===== src/rtl/mem_arbiter.sv =====
// Round-robin arbiter sharing one line-wide memory port between the I and D caches.
// Within a client a pending write-back is always served before that client's fill.
`ifndef MEMORY_WIDTH
`define MEMORY_WIDTH 128
`endif

module mem_arbiter #(
   parameter int WIDTH = `MEMORY_WIDTH,
   parameter bit FIRST = 1'b1
) (
   input  logic             clk,
   input  logic             reset,
   input  logic             i_write_req,
   input  logic [31:0]      i_write_addr,
   input  logic [WIDTH-1:0] i_write_data,
   output logic             i_write_ack,
   input  logic             i_read_req,
   input  logic [31:0]      i_read_addr,
   output logic [WIDTH-1:0] i_read_data,
   output logic             i_read_ack,
   input  logic             d_write_req,
   input  logic [31:0]      d_write_addr,
   input  logic [WIDTH-1:0] d_write_data,
   output logic             d_write_ack,
   input  logic             d_read_req,
   input  logic [31:0]      d_read_addr,
   output logic [WIDTH-1:0] d_read_data,
   output logic             d_read_ack,
   output logic             mem_req,
   output logic             mem_we,
   output logic [31:0]      mem_addr,
   output logic [WIDTH-1:0] mem_wdata,
   input  logic [WIDTH-1:0] mem_rdata,
   input  logic             mem_ack,
   output logic             busy,
   output logic [1:0]       o_dbg_state
);

   // Handshakes: client reqs are levels held until their one-cycle ack; mem_req is
   // held with stable mem_* until the one-cycle mem_ack, which only counts in WAIT.
   typedef enum logic [1:0] {S_IDLE = 2'd0, S_ISSUE = 2'd1, S_WAIT = 2'd2, S_RESP = 2'd3} state_t;

   state_t           r_state;
   state_t           w_next;
   logic             r_last;     // 1 = D was granted last
   logic             r_client;   // 1 = D owns the current transaction
   logic             r_we;
   logic [31:0]      r_addr;
   logic [WIDTH-1:0] r_wdata;
   logic [WIDTH-1:0] r_i_rdata;
   logic [WIDTH-1:0] r_d_rdata;
   logic             w_pend_i;
   logic             w_pend_d;
   logic             w_sel_d;
   logic             w_grant;

   assign w_pend_i = i_write_req | i_read_req;
   assign w_pend_d = d_write_req | d_read_req;
   assign w_sel_d  = w_pend_d & (~w_pend_i | ~r_last);
   assign w_grant  = (r_state == S_IDLE) & (w_pend_i | w_pend_d);

   always_ff @(posedge clk) begin
      if (reset) r_state <= S_IDLE;
      else       r_state <= w_next;
   end

   always_comb begin
      w_next = r_state;
      case (r_state)
         S_IDLE:  if (w_pend_i | w_pend_d) w_next = S_ISSUE;
         S_ISSUE: w_next = S_WAIT;
         S_WAIT:  if (mem_ack) w_next = S_RESP;
         S_RESP:  w_next = S_IDLE;
         default: w_next = S_IDLE;
      endcase
   end

   always_ff @(posedge clk) begin
      if (reset) begin
         r_last    <= ~FIRST;
         r_client  <= 1'b0;
         r_we      <= 1'b0;
         r_addr    <= 32'd0;
         r_wdata   <= '0;
         r_i_rdata <= '0;
         r_d_rdata <= '0;
      end else begin
         if (w_grant) begin
            r_last   <= w_sel_d;
            r_client <= w_sel_d;
            if (w_sel_d) begin
               r_we    <= d_write_req;
               r_addr  <= d_write_req ? d_write_addr : d_read_addr;
               r_wdata <= d_write_data;
            end else begin
               r_we    <= i_write_req;
               r_addr  <= i_write_req ? i_write_addr : i_read_addr;
               r_wdata <= i_write_data;
            end
         end
         if ((r_state == S_WAIT) && mem_ack && !r_we) begin
            if (r_client) r_d_rdata <= mem_rdata;
            else          r_i_rdata <= mem_rdata;
         end
      end
   end

   always_comb begin
      mem_req     = 1'b0;
      busy        = 1'b0;
      i_write_ack = 1'b0;
      i_read_ack  = 1'b0;
      d_write_ack = 1'b0;
      d_read_ack  = 1'b0;
      case (r_state)
         S_ISSUE, S_WAIT: begin
            mem_req = 1'b1;
            busy    = 1'b1;
         end
         S_RESP: begin
            busy        = 1'b1;
            i_write_ack = ~r_client & r_we;
            i_read_ack  = ~r_client & ~r_we;
            d_write_ack = r_client & r_we;
            d_read_ack  = r_client & ~r_we;
         end
         default: ;
      endcase
   end

   assign mem_we      = r_we;
   assign mem_addr    = r_addr;
   assign mem_wdata   = r_wdata;
   assign i_read_data = r_i_rdata;
   assign d_read_data = r_d_rdata;
   assign o_dbg_state = r_state;

endmodule


===== config.mk =====
export PLATFORM = sky130hd
export DESIGN_NAME = mem_arbiter
export DESIGN_NICKNAME = d
export VERILOG_FILES = /design/src/rtl/mem_arbiter.sv
export SDC_FILE = /design/constraint.sdc
export NUM_CORES = 1
export LEC_CHECK = 0
export CORE_AREA = 4 4 368 370
export DETAILED_ROUTE_END_ITERATION = 6
export DIE_AREA = 0 0 372 374
export PLACE_DENSITY = 0.4
export SLEW_MARGIN = 20
export SYNTH_ARGS = -nofsm -noshare
export SYNTH_HDL_FRONTEND = slang
export SYNTH_SLANG_ARGS = --single-unit

===== constraint.sdc =====
create_clock -name clk -period 1.5 [get_ports clk]
set_input_delay 0.225 -clock clk [delete_from_list [all_inputs] [get_ports clk]]
set_output_delay 0.225 -clock clk [all_outputs]
set_load 0.05 [all_outputs]

# After elaboration in Yosys (flattened, before gate mapping)
# Index checks and enable logic that the tools add are counted.
[word_totals]
register_bits = 420
input_bits = 519
[classes]
reduce_logical = 9
n_eq_ne = 5
muxes = 14
bitwise = 13
[ops]
columns = ["cell", "count"]
rows = [
  ["two-way mux 128 bit", 1],
  ["two-way mux 32 bit", 3],
  ["case mux 2 bit (4 select lines)", 1],
  ["two-way mux 1 bit", 7],
  ["bitwise AND 1 bit", 6],
  ["AND reduction 2 bit", 3],
  ["equality test 2 bit, second input constant", 2],
  ["two-way mux 2 bit", 2],
  ["bitwise OR 1 bit", 4],
  ["inverter 1 bit", 3],
  ["OR reduction 3 bit", 1],
  ["equality test 2 x 1 -> 1 bit, second input constant", 1],
  ["logical AND 1 bit", 2],
  ["zero test 2 bit", 1],
  ["!= test 2 x 1 -> 1 bit, second input constant", 1],
  ["!= test 2 bit, second input constant", 1],
  ["OR reduction 2 bit", 1],
  ["zero test 1 bit", 1],
]

# Longest topological paths before layout
[depth]
word_depth = 5
depth_mapped = 8
mapped_depth_nobuf = 6

# Least setup slack after synthesis
# Ideal clock, no wire load.
[synth_timing]
kind = "register -> output"
startpoint = "register r_state[1], in the netlist o_dbg_state[1]"
endpoint = "output i_read_ack"
slack_ns = -0.843
t_arrival_ns = 2.118
path_stages_with_launch = 3
t_required_ns = 1.275
path_cell_list = "dfxtp_1 ha_1 nor3b_1"
[synth_between]
elab_chain_cells = 2
[synth_rtl]
columns = ["element", "line_no", "text"]
rows = [
  ["start, declared", "43", "state_t r_state;"],
  ["start signal, assigned", "64", "else r_state <= w_next;"],
  ["equality test 2 bit", "115", "case (r_state)"],
  ["two-way mux 1 bit", "115", ""],
  ["end, declared", "20", "output logic i_read_ack,"],
]
# Every way passes these cells.

# Worst setup path in the final report
[layout_timing]
startpoint = "register r_state[0], in the netlist o_dbg_state[0]"
endpoint = "output i_read_ack"
# Same word-level chain as after synthesis.

==> results by group <==
Status
  • Outcome: complete, but fails checks
  • Failing checks: negative setup slack

Place
  • PortBufs: 943
  • Hpwl dp: a little over 80,000 um
  • DP Area: 0.0295 mm^2
  • Placed cell count: ~4,600
  • Placer Congestion: 0.810

Detailed routing
  • Initial DRT Pass Iterations: 5
  • Post-route ant nets: 0
  • Number of remaining DRC errors: 0
  • Via Count: 18,000
  • DRC violation total after the first TritonRoute iteration: 774
  • Post-Route WL: ~110,000 um
  • Via-to-Cell Ratio: 3.75
  • WL per Instance: 22.1 um

Yosys
  • Yosys warns: 0
  • Synth Cell Area: 0.0169 mm^2
  • Flop and latch count out of synthesis: 420
  • Ys flop type: dfxtp_1
  • Synth area leaders: dfxtp_1, mux2i_1, nand2_1, a21oi_1, a211oi_1
  • Mapped Nets: 2,459
  • Sequential share of the synthesized area: 49.9%
  • Post-synth cell types: 30
  • Syn avg cell area: 8.71 um^2
  • Post-synth EDFFs: 0
  • Leading area contributor after synthesis: dfxtp_1
  • Synth top cells by count: nand2_1, dfxtp_1, a21oi_1
  • Post-synth ARST share: 0%
  • Top-count cell post-synth: nand2_1
  • Post-Syn Instances: just under 2,000
  • Synth top area share: between 40% and 50%

Power and ir drop
  • Max VDD drop: 1120 uV
  • Static Leak: 13.3 nW
  • PD cells: 1760 mW/mm^2

Setup path
  • Arr. time, crit path: 1670 ps
  • Kind of critical path: reg -> out
  • Worst R2R Start: o_dbg_state[0]$_SDFFE_PP0P_
  • CP required: approximately 1300 ps
  • Max stage delay on crit path: 360 ps
  • CP startpoint: o_dbg_state[0]$_SDFFE_PP0P_
  • Worst setup EP type: output port
  • Bufs and invs on worst path: 2
  • Startpoint Class: flip-flop
  • Delay-heaviest family, CP: flip-flops
  • Worst-path cell chain: buf_6 > ha_4 > nor3b_4 > buf_12
  • Crit-path max FO: 4
  • CP max stage cell: dfxtp_4

STA
  • Endpoints failing setup: 449
  • FMAX: 529 MHz
  • RSZ-0062 raised after global routing: yes
  • Setup ws final: -391 ps
  • Period minus WS final: 1890 ps
  • Fin. Hold Viols: 0
  • Final worst-path cycle share: 126%
  • Clock Skews: 15.1 ps
  • Pins over their slew limit: 0
  • Worst-Margin Slew: 463 ps
  • Worst slew margin: a little under 70%

Clock tree
  • CTS Root Cell: clkbuf_16
  • CTS Sinks: 420
  • Clock buffer count from CTS: 54
  • Clk_lat worst skew: about 630 ps
  • Max Buffers Root-to-Sink: 3
  • Reg clk slew, reported paths: 60 ps
  • H-tree level count: 2
  • TritonCTS clock tree: done

GRT
  • Number of global-route vias before repair: 18,100
  • First-pass GRT wire length: ~140,000 um
  • Total GRT Usage: between 10 and 15%
  • Grt ovf: 0
  • Number of antenna violations at the first check in global routing: 39
  • Pin count of the biggest net entering global routing: 57

Worst hold path
  • Hold path start: mem_rdata[73]
  • HP Class: in -> reg

Layout
  • Final Non-Filler Cells: approximately 4,800
  • Fin nets: 3,506
  • Layout cells sized above 1: 28.1%
  • Final instance area: 0.0336 mm^2
  • P&R area growth vs syn: 99.1%

Floorplan
  • Die height: ~370 um
  • Chip width: 372 um
  • Core ar.: 0.133 mm^2
  • # rows: around 130
  • Die area: ~0.14 mm^2
  • Io pins: between 900 and 1,000
  • Starting Density: 12.7%

Run
  • Max-cap viol count: 0
[flip-flops by register name, summed over array words and instances, names as in the netlist]
name	cells
r_client	1
mem_addr	32
mem_wdata	128
mem_we	1
i_read_data	128
d_read_data	128
o_dbg_state	2
[metal layers]
metal / vias up / wire length, um / GRT usage (%) / part of all wire (%)
li1: 8738 / - / - / -
met1: 8451 / 41200 / 15.8 / 39
met2: 644 / 51100 / 24.2 / 48
met3: 157 / 9850 / 5.89 / 9.3
met4: 26 / 3800 / 5.25 / 3.6
met5: - / 182 / 0 / 0.17
[cells by family after synthesis]
kind of cell	Yosys count	share of synthesized area (%)
AOI/OAI and AO/OA	423	14.7
adders and majority gates	4	0.297
buffers and inverters	169	5.16
DFF	420	49.9
muxes	226	13.7
and+or+nand+nor	694	16.3
[through the flow]
stage / hold WS, ps / util, % / setup TNS [ps] / total power, mW / setup slack, ps
2_1_floorplan: 361 / - / -35380 / 28.7 / -146
3_3_place_gp: 443 / 22.3 / -165950 / 41.1 / -751
3_5_place_dp: 447 / 22.3 / -171040 / 41.1 / -729
4_1_cts: 102 / 24.8 / -121930 / 58.7 / -475
5_1_grt: 136 / 25.3 / -136440 / 61.5 / -492
6_report: 170 / 25.3 / -95890 / 59.0 / -391
[placed cells by master, fill, tap and decap left out, types with 17 or more instances in the layout]
| cell type | count |
|---|---|
| o22ai_1 | 17 |
| clkbuf_16 | 61 |
| buf_16 | 23 |
| dfxtp_1 | 416 |
| buf_4 | 402 |
| a211oi_1 | 87 |
| a211oi_2 | 43 |
| nand2b_1 | 32 |
| nor2_1 | 132 |
| mux2i_1 | 191 |
| buf_12 | 163 |
| nand2_1 | 514 |
| a21oi_1 | 251 |
| buf_6 | 22 |
| clkdlybuf4s50_1 | 515 |
| mux2_2 | 32 |
[cell type report]
| cell class | instances | area (um^2) |
|---|---|---|
| repair buffers | 1157 | 13000 |
| fillers | 14400 | 99100 |
| multi-input cells | 1347 | 8030 |
| diodes | 13 | 32.5 |
| clock buffers | 83 | 1610 |
| flip-flops and latches | 420 | 8420 |
| clock inverters | 17 | 235 |
| well taps | 1768 | 2210 |
| inverters | 3 | 16.3 |
[power breakdown]
part	leakage (nW)	switching (mW)	total, mW	internal, mW
Combinational	8.97	16.8	29.8	13.0
Clock	0.908	5.43	13.6	8.22
Sequential	3.43	2.13	15.6	13.4
Total	13.3	24.4	59.0	34.6
[path summary, 6_finish.rpt]
| path | endpoint | cells past startpoint | slack (ps) |
|---|---|---|---|
| setup reg to reg | d_read_data[64]$_SDFFE_PP0P_ | 9 | -320 |
| hold reg to reg | i_read_data[119]$_SDFFE_PP0P_ | 2 | 450 |
| hold / removal | i_read_data[73]$_SDFFE_PP0P_ | 3 | 170 |
| setup / recovery | i_read_ack | 4 | -390 |
[what timing repair did]
item                                    4_1_cts  5_1_grt
hold buffers                                  1        0
gates cloned                                 27        9
endpoints found under the setup margin      490      486
endpoints found under the hold margin        17        0
pin swaps                                     8       47
buffers inserted                             27       15
gates resized for setup                      99       82
[worst min-delay path: stages]
cell and delay [ps]:
clkdlybuf4s50_1 420, nand2_1 60, a21oi_1 50
Note: power is estimated with default switching activity, not from simulation.
